**config.mk**
```make
export PLATFORM = sky130hd
export DESIGN_NAME = store_buffer
export DESIGN_NICKNAME = d
export VERILOG_FILES = /design/src/rtl/store_buffer_pkg.sv /design/src/rtl/sb_fwd_match.sv /design/src/rtl/store_buffer.sv
export SDC_FILE = /design/constraint.sdc
export NUM_CORES = 1
export LEC_CHECK = 0
export ABC_CLOCK_PERIOD_IN_PS = 9000
export CORE_MARGIN = 4
export CORE_UTILIZATION = 30
export DETAILED_ROUTE_END_ITERATION = 8
export RECOVER_POWER = 25
export SYNTH_ARGS = -nofsm -noshare
export SYNTH_HDL_FRONTEND = slang
export SYNTH_SLANG_ARGS = --single-unit
```
**constraint.sdc**
```tcl
create_clock -name clk -period 9 [get_ports clk]
set_input_delay 2.25 -clock clk [delete_from_list [all_inputs] [get_ports clk]]
set_output_delay 2.25 -clock clk [all_outputs]
set_load 0.01 [all_outputs]
```
**src/rtl/store_buffer_pkg.sv**
```systemverilog
// Shared types for the posted-write store buffer (store_buffer, sb_fwd_match).
package store_buffer_pkg;

   localparam int SB_DEPTH_DEFAULT = 4;
   // Word-address field sized for byte addresses up to 32 bits; narrower addresses zero-extend.
   localparam int SB_WADDR_W = 30;

   typedef struct packed {
      logic [SB_WADDR_W-1:0] waddr;
      logic [31:0]           data;
      logic [3:0]            we;
   } sb_entry_t;

   typedef enum logic {
      IDLE = 1'b0,
      BUSY = 1'b1
   } sb_state_t;

endpackage

```
**src/rtl/sb_fwd_match.sv**
```systemverilog
// Load-vs-store-buffer address match: conflict OR, plus youngest-wins byte-lane
// forwarding when STORE_BUFFER_FWD_EN is defined.
module sb_fwd_match
   import store_buffer_pkg::*;
#(
   parameter int DEPTH = SB_DEPTH_DEFAULT,
   parameter int PTR_W = $clog2(DEPTH),
   parameter int CNT_W = $clog2(DEPTH) + 1
) (
   input  sb_entry_t [DEPTH-1:0]  entries,
   input  logic [PTR_W-1:0]       head,
   input  logic [CNT_W-1:0]       count,
   input  logic [SB_WADDR_W-1:0]  ld_waddr,
   output logic                   conflict
`ifdef STORE_BUFFER_FWD_EN
   ,
   output logic [31:0]            fwd_data,
   output logic [3:0]             fwd_mask
`endif
);

   // Both vectors are indexed by age: 0 is the oldest (head) entry.
   logic [DEPTH-1:0][PTR_W-1:0] idx;
   logic [DEPTH-1:0]            hit;

   for (genvar k = 0; k < DEPTH; k++) begin : g_age
      assign idx[k] = head + PTR_W'(k);
      assign hit[k] = (CNT_W'(k) < count) && (entries[idx[k]].waddr == ld_waddr);
   end

   assign conflict = |hit;

`ifdef STORE_BUFFER_FWD_EN
   // Walk oldest to youngest so the youngest enabled lane overwrites older ones.
   always_comb begin
      fwd_data = '0;
      fwd_mask = '0;
      for (int k = 0; k < DEPTH; k++) begin
         for (int b = 0; b < 4; b++) begin
            if (hit[k] && entries[idx[k]].we[b]) begin
               fwd_mask[b]        = 1'b1;
               fwd_data[8*b +: 8] = entries[idx[k]].data[8*b +: 8];
            end
         end
      end
   end
`else
   logic unused_lanes;
   assign unused_lanes = ^entries;
`endif

endmodule

```
**src/rtl/store_buffer.sv**
```systemverilog
// Posted-write store buffer: FIFO of word stores drained over a req/ack memory port.
// Optional load forwarding outputs are enabled by defining STORE_BUFFER_FWD_EN.
module store_buffer
   import store_buffer_pkg::*;
#(
   parameter int DEPTH  = SB_DEPTH_DEFAULT,
   parameter int ADDR_W = 32
) (
   input  logic                    clk,
   input  logic                    reset,
   input  logic                    st_valid,
   output logic                    st_ready,
   input  logic [ADDR_W-1:0]       st_addr,
   input  logic [31:0]             st_data,
   input  logic [3:0]              st_we,
   output logic                    mem_req,
   input  logic                    mem_ack,
   output logic [ADDR_W-1:0]       mem_addr,
   output logic [31:0]             mem_wdata,
   output logic [3:0]              mem_we,
   input  logic [ADDR_W-1:0]       ld_addr,
   output logic                    ld_conflict,
`ifdef STORE_BUFFER_FWD_EN
   output logic [31:0]             ld_fwd_data,
   output logic [3:0]              ld_fwd_mask,
`endif
   output logic [$clog2(DEPTH):0]  sb_count,
   output logic                    sb_empty
);

   localparam int PTR_W = $clog2(DEPTH);
   localparam int CNT_W = PTR_W + 1;

   sb_entry_t [DEPTH-1:0] entries;
   sb_entry_t             head_ent;
   logic [PTR_W-1:0]      head, tail;
   logic [CNT_W-1:0]      count, count_nxt;
   sb_state_t             state;
   logic                  push, pop;
   logic [SB_WADDR_W-1:0] ld_waddr;

   assign st_ready = (count != CNT_W'(DEPTH));
   // Empty-enable stores finish the handshake but never occupy an entry.
   assign push     = st_valid && st_ready && (st_we != 4'b0000);
   assign pop      = (state == BUSY) && mem_ack;

   always_comb begin
      count_nxt = count;
      case ({push, pop})
         2'b10:   count_nxt = count + CNT_W'(1);
         2'b01:   count_nxt = count - CNT_W'(1);
         default: count_nxt = count;
      endcase
   end

   always_ff @(posedge clk) begin
      if (push)
         entries[tail] <= '{waddr: SB_WADDR_W'(st_addr[ADDR_W-1:2]), data: st_data, we: st_we};
   end

   always_ff @(posedge clk) begin
      if (reset) begin
         state   <= IDLE;
         mem_req <= 1'b0;
         head    <= '0;
         tail    <= '0;
         count   <= '0;
      end else begin
         count <= count_nxt;
         if (push) tail <= tail + PTR_W'(1);
         if (pop)  head <= head + PTR_W'(1);
         case (state)
            IDLE: if (count != '0) begin
               state   <= BUSY;
               mem_req <= 1'b1;
            end
            BUSY: if (pop && count_nxt == '0) begin
               state   <= IDLE;
               mem_req <= 1'b0;
            end
            default: begin
               state   <= IDLE;
               mem_req <= 1'b0;
            end
         endcase
      end
   end

   // The head only moves on a pop, so these hold steady while a request waits for ack.
   assign head_ent  = entries[head];
   assign mem_addr  = mem_req ? {head_ent.waddr[ADDR_W-3:0], 2'b00} : '0;
   assign mem_wdata = mem_req ? head_ent.data : '0;
   assign mem_we    = mem_req ? head_ent.we : '0;

   assign sb_count = count;
   assign sb_empty = (count == '0);
   assign ld_waddr = SB_WADDR_W'(ld_addr[ADDR_W-1:2]);

   sb_fwd_match #(.DEPTH(DEPTH), .PTR_W(PTR_W), .CNT_W(CNT_W)) u_match (
      .entries  (entries),
      .head     (head),
      .count    (count),
      .ld_waddr (ld_waddr),
      .conflict (ld_conflict)
`ifdef STORE_BUFFER_FWD_EN
      ,
      .fwd_data (ld_fwd_data),
      .fwd_mask (ld_fwd_mask)
`endif
   );

   logic unused_bits;
   assign unused_bits = ^{st_addr[1:0], ld_addr[1:0]};

endmodule

```
==> metrics.txt <==
clk_skew 0.00732 ns; die width 226 um; most frequent cell after synthesis edfxtp_1; FF-to-FF path depth 7; R2R Path End entries[204]$_DFFE_PP_; antenna violations before repair 15; Synth-to-Final Area Change 22.0%; CP max stage cell clkdlybuf4s50_1; synthesized cell area 0.0143 mm2; top_reg_cell synth edfxtp_1; CTS tree done; initial drt markers 638; ANT nets after route 0; Port-buffer cells 172; dpl ws 1.65 ns; drt pass-1 iters 5; Die Ht 226 um; Tmin final 7.40 ns; Yosys reg bits 273; Synth Instances 952; clock transition at the registers of the reported paths 0.06 ns; Initial Util 30.5%; fillers 4493; crit path kind input port to output pin; GPL Wtd Cong 0.900; syn avg cell area 15.0 um2; Rel. slew slack 44.3%; unique cell type count in the Yosys netlist 55; r2r startpoint sb_count[0]$_SDFF_PP0_; Post-Layout Cell Count 1736; maximum clock rate 0.135 GHz; # resized after CTS 0; Arr. time, crit path 5.15 ns; hold depth 2; CP peak stage delay 0.76 ns; detail-routed via count per cell 5.12; Net count, final 1212; Root Buffer clkbuf_16; core area 0.0468 mm2; Pleak 5.43 nW; Final Cycle Share 82.3%; final global-route overflow total 0; Seq/Total Area, Yosys 56.8%; CTS Hold Buffers Added 0; status complete, no violations; Area contributors post-synth edfxtp_1 56%, mux4_2 14%, mux2i_1 5.4%, xnor2_1 3.7%, and2_1 2.6%; Hold Crit Start state$_SDFF_PP0_; fin worst setup slack 1.60 ns; Ys Warns 0; CP endpoint kind output pin; DP HPWL 28.2 mm; Max clock buf depth 3; vias 8885; Yosys top cell by area edfxtp_1; global-route wire length before repair 59.1 mm; RSZ-0062 raised after global routing false; full die area 0.0511 mm2; Total GRT Usage 15.4%; multi-input logic area 0.00570 mm2; Setup Fix Bufs, Post-CTS 0; async set-reset flop share out of synthesis 0%; largest net degree at the start of global routing 66; Max rail drop VDD 0.000175 V; ratio of cells with drive above 1 in the final layout 14.2%; Worst Path Required 6.75 ns; H-tree Lvls 1; Hold WC Path Type register to register; row cnt 79; # placed instances 1674; Power per Cell Area 183 mW/mm2; startpoint types input port; synth cell count leaders 264 x edfxtp_1, 87 x mux4_2, 77 x mux2i_1; Slew Limit Fails 0; EDFF count, synth 264; critical-path cell list clkdlybuf4s50_1, o22ai_1, o31ai_1, o211ai_1, or4_1, o22ai_1, a211o_1, clkdlybuf4s50_1; DRC 0; Max-Cap Viols 0; FF/Latch Area 0.00812 mm2; final hold violations 0; total CTS buffers 30; Clock Sinks 273; Slew @ Worst Pin 0.836 ns; worst-path fanout max 11; WL/cell 23.1 um; fin util 37.2%; worst hold path endpoint state$_SDFF_PP0_; WL final 40.1 mm; Yosys top cell area share 55.5%; setup_tns 0 ns; Final setup viols 0; Clock Latency Late Sink 0.58 ns; vias in the first global route 9208; Register-to-Register Setup Slack 5.72 ns; io pins 179
-- cell usage in the layout (no fill, tap or decap), types with 8 or more instances in the layout --
master,synthesis,layout
clkinv_2,0,8
mux4_2,87,87
xor2_1,27,27
buf_4,7,11
nand2_1,47,47
edfxtp_1,264,264
mux2i_1,77,77
xnor2_1,61,61
nor2_1,39,39
dlygate4sd3_1,0,39
nor4_1,13,13
and3_1,10,10
ha_1,9,9
a21oi_1,22,22
nand4_1,13,13
and2_1,60,56
inv_1,13,13
a211oi_1,8,8
o21ai_0,26,26
clkdlybuf4s50_1,0,133
o22ai_1,10,10
clkbuf_16,0,30
-- registers in the layout, summed over array words and instances, names as in the netlist --
signal    cells
sb_count      3
mem_req       1
entries     264
head          2
state         1
tail          2
-- stage by stage --
step | hold slack, ns | area [um2] | power, mW
after CTS | 0.473 | 17400 | 3.24
after global placement | 0.460 | 16400 | 2.06
final | 0.470 | 17400 | 3.19
after global routing | 0.520 | 17400 | 3.33
after detailed placement | 0.464 | 16400 | 2.06
after floorplan | 0.445 | 14300 | 1.84
-- logic make-up after synthesis --
kind of cell	synth area share, %
simple gates	7.70
fa+ha+maj	0.789
buf+inv	3.36
compound gates	5.17
other cells	0.0263
flops	56.8
xor+xnor	5.40
mux	20.8
-- worst max-delay path, delay by kind of cell --
| family | cells | cell delay [ns] |
|---|---|---|
| compound gates | 5 | 1.07 |
| buf+inv | 2 | 1.32 |
| simple gates | 1 | 0.50 |
-- where the power goes --
part / switching (mW) / total [mW] / internal, mW
clock: 0.495 / 1.17 / 0.671
combinational: 0.283 / 0.530 / 0.247
sequential: 0.0343 / 1.50 / 1.46
total: 0.813 / 3.19 / 2.38
-- layer usage --
metal  routed length, um  GRT usage [%]  vias to the layer above
li1                    -              -                     4039
met1               17200           20.6                     4441
met2               18600           24.7                      315
met3                3150           4.33                       76
met4                1080           4.01                       14
met5                  85              0                        -
-- worst max-delay path by stage --
stage	from	endpoint	slack (ns)	cells after the start
floorplan	ld_addr[23]	ld_conflict	3.00	7
global placement	ld_addr[24]	ld_conflict	1.62	8
detailed placement	ld_addr[24]	ld_conflict	1.65	8
CTS	ld_addr[24]	ld_conflict	1.65	8
global route	ld_addr[23]	ld_conflict	1.43	8
finish	ld_addr[5]	ld_conflict	1.60	8
-- layout make-up --
cell class / instances / share of cell area [%]
Timing Repair Buffer: 184 / 10.5
Tap cell: 607 / 4.36
Antenna cell: 6 / 0.0862
Clock inverter: 20 / 1.01
Clock buffer: 36 / 4.44
Inverter: 13 / 0.280
Multi-Input combinational cell: 597 / 32.7
Sequential cell: 273 / 46.6
No activity file was read; power rests on OpenSTA's default activity.
==> patch 1: new RTL, same settings <==
The parameter `ADDR_W` goes from 32 to 16.
--- a/src/rtl/store_buffer.sv
+++ b/src/rtl/store_buffer.sv
@@ -5,5 +5,5 @@
 #(
    parameter int DEPTH  = SB_DEPTH_DEFAULT,
-   parameter int ADDR_W = 32
+   parameter int ADDR_W = 16
 ) (
    input  logic                    clk,
Ports: changed (resized ld_addr, mem_addr and st_addr); port bits go from 179 to 131. No check against the original RTL was run, so the function may have changed too.
==> patch 1 against the original RTL <==
- power down 23%
- setup slack better by 130 ps
- largest cell class unchanged
- first-iteration DRC count down 29%
- area after synthesis down 30%
- critical endpoint unchanged
- routed wire length down 40%
- die area down 29%
- highest routed layer unchanged
- critical path type unchanged
- design area down 29%
- sequential cell count down 64
==> patch 1: results (changes against the original RTL) <==
top cells by area, synth = edfxtp_1, mux4_2, mux2i_1, xnor2_1, and2_1
Synth cell types = 57 (+3.6%)
met2 wire len = 11400 µm (-39%)
outcome = finished clean
Synth Area in XOR/XNOR = 4.11% (-1.3 points)
# nets final = 822 (-32%)
M1 WL = 10500 µm (-39%)
multiplexer share of the synthesized area = 18.4% (-2.4 points)
Num CTS Buffers = 25 (-17%)
Clock Skew = 7.15 ps (-0.168 ps)
top cells by count, synth = edfxtp_1, mux4_2, and2_1, mux2i_1, xnor2_1
routed length on met3 = 1460 µm (-54%)
first-pass GRT wire length = 36400 µm (-38%)
vias in the first global route = 6066 (-34%)
DP HPWL = 16000 µm (-43%)
Peak supply drop = 124 µV (-29%)
adder and majority gate portion of the synthesized area = 1.25% (+0.46 points)
Worst Path Arrival = 5020 ps (-130 ps)
CP peak stage delay = 700 ps (-60 ps)
Place WS = 1820 ps (+165 ps)
DR vias = 5833 (-34%)
ANT cells = 0 (-6)
Initial DRC Count = 451 (-29%)
Pleak = 3.93 nW (-28%)
sequential cell area fraction in the yosys report = 61.8% (+5.0 points)
latest clock arrival within the worst-skew pair = 530 ps (-50 ps)
crit path max fanout = 7 (-4)
DP Area = 11600 µm² (-29%)
gpl congestion = 0.860 (-4.4%)
layout cells sized above 1 = 16.2% (+2.1 points)
Routed WL = 24000 µm (-40%)
antenna violations before repair = 6 (-9)
Power Internal = 1.86 mW (-22%)
Port Buffer Count = 124 (-28%)
## patch 1: through the flow
step | instances | utilization (%)
after floorplan | 622 | -
after global placement | 1155 | 35.6
after detailed placement | 1155 | 35.6
after CTS | 1200 | 38.0
after global routing | 1200 | 38.0
final | 1200 | 38.0
## patch 1: kinds of logic after synthesis
logic type	after synthesis
flip-flops	209
AND/OR/NAND/NOR	117
multiplexers	112
adder cells (fa/ha/maj)	10
buffers and inverters	61
XOR/XNOR	47
AO/OA/AOI/OAI	64
other	1
## patch 1: worst register-to-register path: cells and delay by family (launching register included)
family	cells	cell delay (ps)
simple gates	4	1320
buf+inv	2	710
flops	1	510
fa+ha+maj	1	260
## patch 1: layout make-up
type,count,area [µm²]
Inverter,18,67.6
Timing Repair Buffer,134,1320
Clock inverter,16,150
Tap cell,442,553
Multi-Input combinational cell,352,3500
Clock buffer,29,641
Fill cell,3136,20300
Sequential cell,209,6190
## patch 1: worst paths after layout
kind / start / endpoint / slack (ps) / depth (start not counted)
worst max-delay path: ld_addr[9] / ld_conflict / 1730 / 8
worst min-delay path: state$_SDFF_PP0_ / state$_SDFF_PP0_ / 530 / 2
worst max register to register: sb_count[0]$_SDFF_PP0_ / entries[231]$_DFFE_PP_ / 5830 / 7
worst min register to register: state$_SDFF_PP0_ / state$_SDFF_PP0_ / 530 / 2
## patch 1: power by group through the flow
stage | combinational (mW) | sequential [mW] | clock, mW
detailed placement | 0.343 | 1.18 | 0
finish | 0.335 | 1.15 | 0.958
global placement | 0.342 | 1.17 | 0
floorplan | 0.218 | 1.15 | 0
CTS | 0.344 | 1.16 | 0.997
global route | 0.364 | 1.16 | 1.03
## patch 1: per-layer routing
metal  up-vias  track usage [%]
met4        10             3.34
met3        50             3.39
met2       162             21.2
li1       2668                -
met1      2943             17.3
met5         -                0
==> patch 2: new RTL, same flow settings <==
Made on the original files. Put one more register stage on the output `sb_count`, with the module's reset. The value now appears one clock later. The other outputs are not delayed to match.
--- a/src/rtl/store_buffer.sv
+++ b/src/rtl/store_buffer.sv
@@ -93,5 +93,11 @@
    assign mem_we    = mem_req ? head_ent.we : '0;
 
-   assign sb_count = count;
+   always_ff @(posedge clk) begin
+      if (reset) begin
+         sb_count <= '0;
+      end else begin
+         sb_count <= count;
+      end
+   end
    assign sb_empty = (count == '0);
    assign ld_waddr = SB_WADDR_W'(ld_addr[ADDR_W-1:2]);
Behaviour: not the same (a bounded check fails within 4 cycles, from zero or initial values and one cycle with reset high).
==> patch 2 against the original RTL <==
- clock power increased by 3%
- routed wire length decreased by 1.9%
- hold slack improved by 48 ps
- area after synthesis increased by 0.87%
- sequential cell count increased by 3
- power increased by 1.9%
- die area increased by 0.84%
- via count increased by 0.17%
- count of clock-buffer cells in the layout decreased by 2
- setup slack got worse by 200 ps
- clock skew increased by 8.1 ps
- design area increased by 0.68%
==> patch 2: results (changes against the original RTL) <==
outcome = finished clean
crit path max fanout = 13 (+2)
Peak supply drop = 148 µV (-16%)
non-clock inverter count = 12 (-1)
Pleak = 5.42 nW (-0.17%)
Root Buffer Master = clkbuf_16
met3 Use GR = 4.28% (-0.048 points)
# nets final = 1216 (+0.33%)
routed length on met3 = 3030 µm (-3.8%)
htree depth = 1 (unchanged)
Initial DRC Count = 534 (-16%)
clock buf count = 34 (-5.6%)
DR vias = 8900 (+0.17%)
wire per inst = 22.6 µm (-2.2%)
register area = 8180 µm² (+0.74%)
met2 wire len = 18400 µm (-1.1%)
vias in the first global route = 9278 (+0.76%)
Pre-antenna DRT Iters = 5 (unchanged)
antenna violations before repair = 9 (-6)
biggest registers after layout = entries: 264 flops, count: 3 flops, sb_count: 3 flops
Resized cells post-CTS = 0 (unchanged)
Port Buffer Count = 172 (unchanged)
Hold Crit Class = flop to flop
met2 Track Usage GR = 24.6% (-0.15 points)
Num CTS Buffers = 29 (-3.3%)
DP HPWL = 27900 µm (-1.2%)
ANT cells = 2 (-4)
Routed WL = 39400 µm (-1.9%)
latest clock arrival within the worst-skew pair = 550 ps (-30 ps)
Post CTS Setup Buffer Count = 0 (unchanged)
Synth warnings = 0 (unchanged)
total track usage = 14.9% (-0.46 points)
largest net degree at the start of global routing = 72 (+9.1%)
fraction of area in multi-input gates = 32.9% (+0.16 points)
layout cells sized above 1 = 14.8% (+0.61 points)
drt drc = 0 (unchanged)
clock-cell share of area = 5.46% (+0.0062 points)
gpl congestion = 0.883 (-1.9%)
GR Layer Usage met1 = 19.7% (-0.91 points)
Synth cell types = 58 (+5.5%)
Worst Path Arrival = 5360 ps (+210 ps)
Clock Skew = 15.5 ps (+8.14 ps)
sequential cell area fraction in the yosys report = 56.7% (-0.072 points)
Multi-In Gates = 600 (+0.50%)
uppermost layer routed = met5
Seq cells post-synth = 276 (+1.1%)
NonClk Buf Share = 10.3% (-0.14 points)
Place WS = 1430 ps (-229 ps)
first-pass GRT wire length = 58200 µm (-1.5%)
Rel. slew slack = 34.8% (-9.5 points)
M1 WL = 17000 µm (-0.91%)
count of plain and timing-repair buffers = 184 (unchanged)
Cells after DPL = 1687 (+0.78%)
Filler Cell Count = 4528 (+0.78%)
Post-synth ARST share = 0% (unchanged)
top cells by area, synth = edfxtp_1, mux4_2, mux2i_1, xor2_1, xnor2_1
top cells by count, synth = edfxtp_1, mux4_2, mux2i_1, and2_1, xor2_1
Synth Area per Inst = 15.0 µm² (+0.34%)
patch 2: cell count changes after synthesis, moves of 7 or more:
cell / before / now
nand2b_1: 3 / 11
nor2_1: 39 / 32
o21ai_0: 26 / 12
mux2_2: 7 / 20
xnor2_1: 61 / 48
xor2_1: 27 / 50
nand2_1: 47 / 40
patch 2: logic make-up (layout without fill, tap and decap cells):
kind of cell | after synthesis | after routing | synth area share [%]
buffers and inverters | 82 | 248 | 3.31
muxes | 190 | 190 | 21.0
DFF | 276 | 276 | 56.7
and+or+nand+nor | 215 | 215 | 8.05
xor gates and xnor gates | 98 | 98 | 5.96
other | 1 | 4 | 0.0260
AOI/OAI and AO/OA | 86 | 86 | 4.12
adders and majority gates | 9 | 9 | 0.782
patch 2: worst max-delay path, stage by stage:
cell and delay [ps]:
clkdlybuf4s50_1 710, a221oi_1 390, a21oi_1 140, nor4_1 440, nand4_1 210, nor4_1 440
a211o_1 220, clkdlybuf4s50_1 560
patch 2: per-stage QoR:
stage	area, µm²	power, mW	hold slack, ps
finish	17500	3.25	518
global route	17500	3.40	567
CTS	17500	3.31	526
detailed placement	16600	2.08	511
global placement	16600	2.08	513
floorplan	14400	1.86	480
patch 2: where the power goes:
group	switching (mW)	internal, mW	total, mW	leakage (nW)
registers	0.0435	1.48	1.52	2.52
logic	0.276	0.251	0.526	2.45
clock network	0.479	0.729	1.21	0.456
total	0.798	2.46	3.25	5.42
patch 2: final timing paths:
check                      startpoint                     end  slack [ps]  depth (start not counted)
setup reg to reg  count[1]$_SDFF_PP0_  entries[202]$_DFFE_PP_        5730                          7
hold / removal       state$_SDFF_PP0_        state$_SDFF_PP0_         520                          2
hold reg to reg      state$_SDFF_PP0_        state$_SDFF_PP0_         520                          2
setup / recovery           ld_addr[9]             ld_conflict        1390                          8
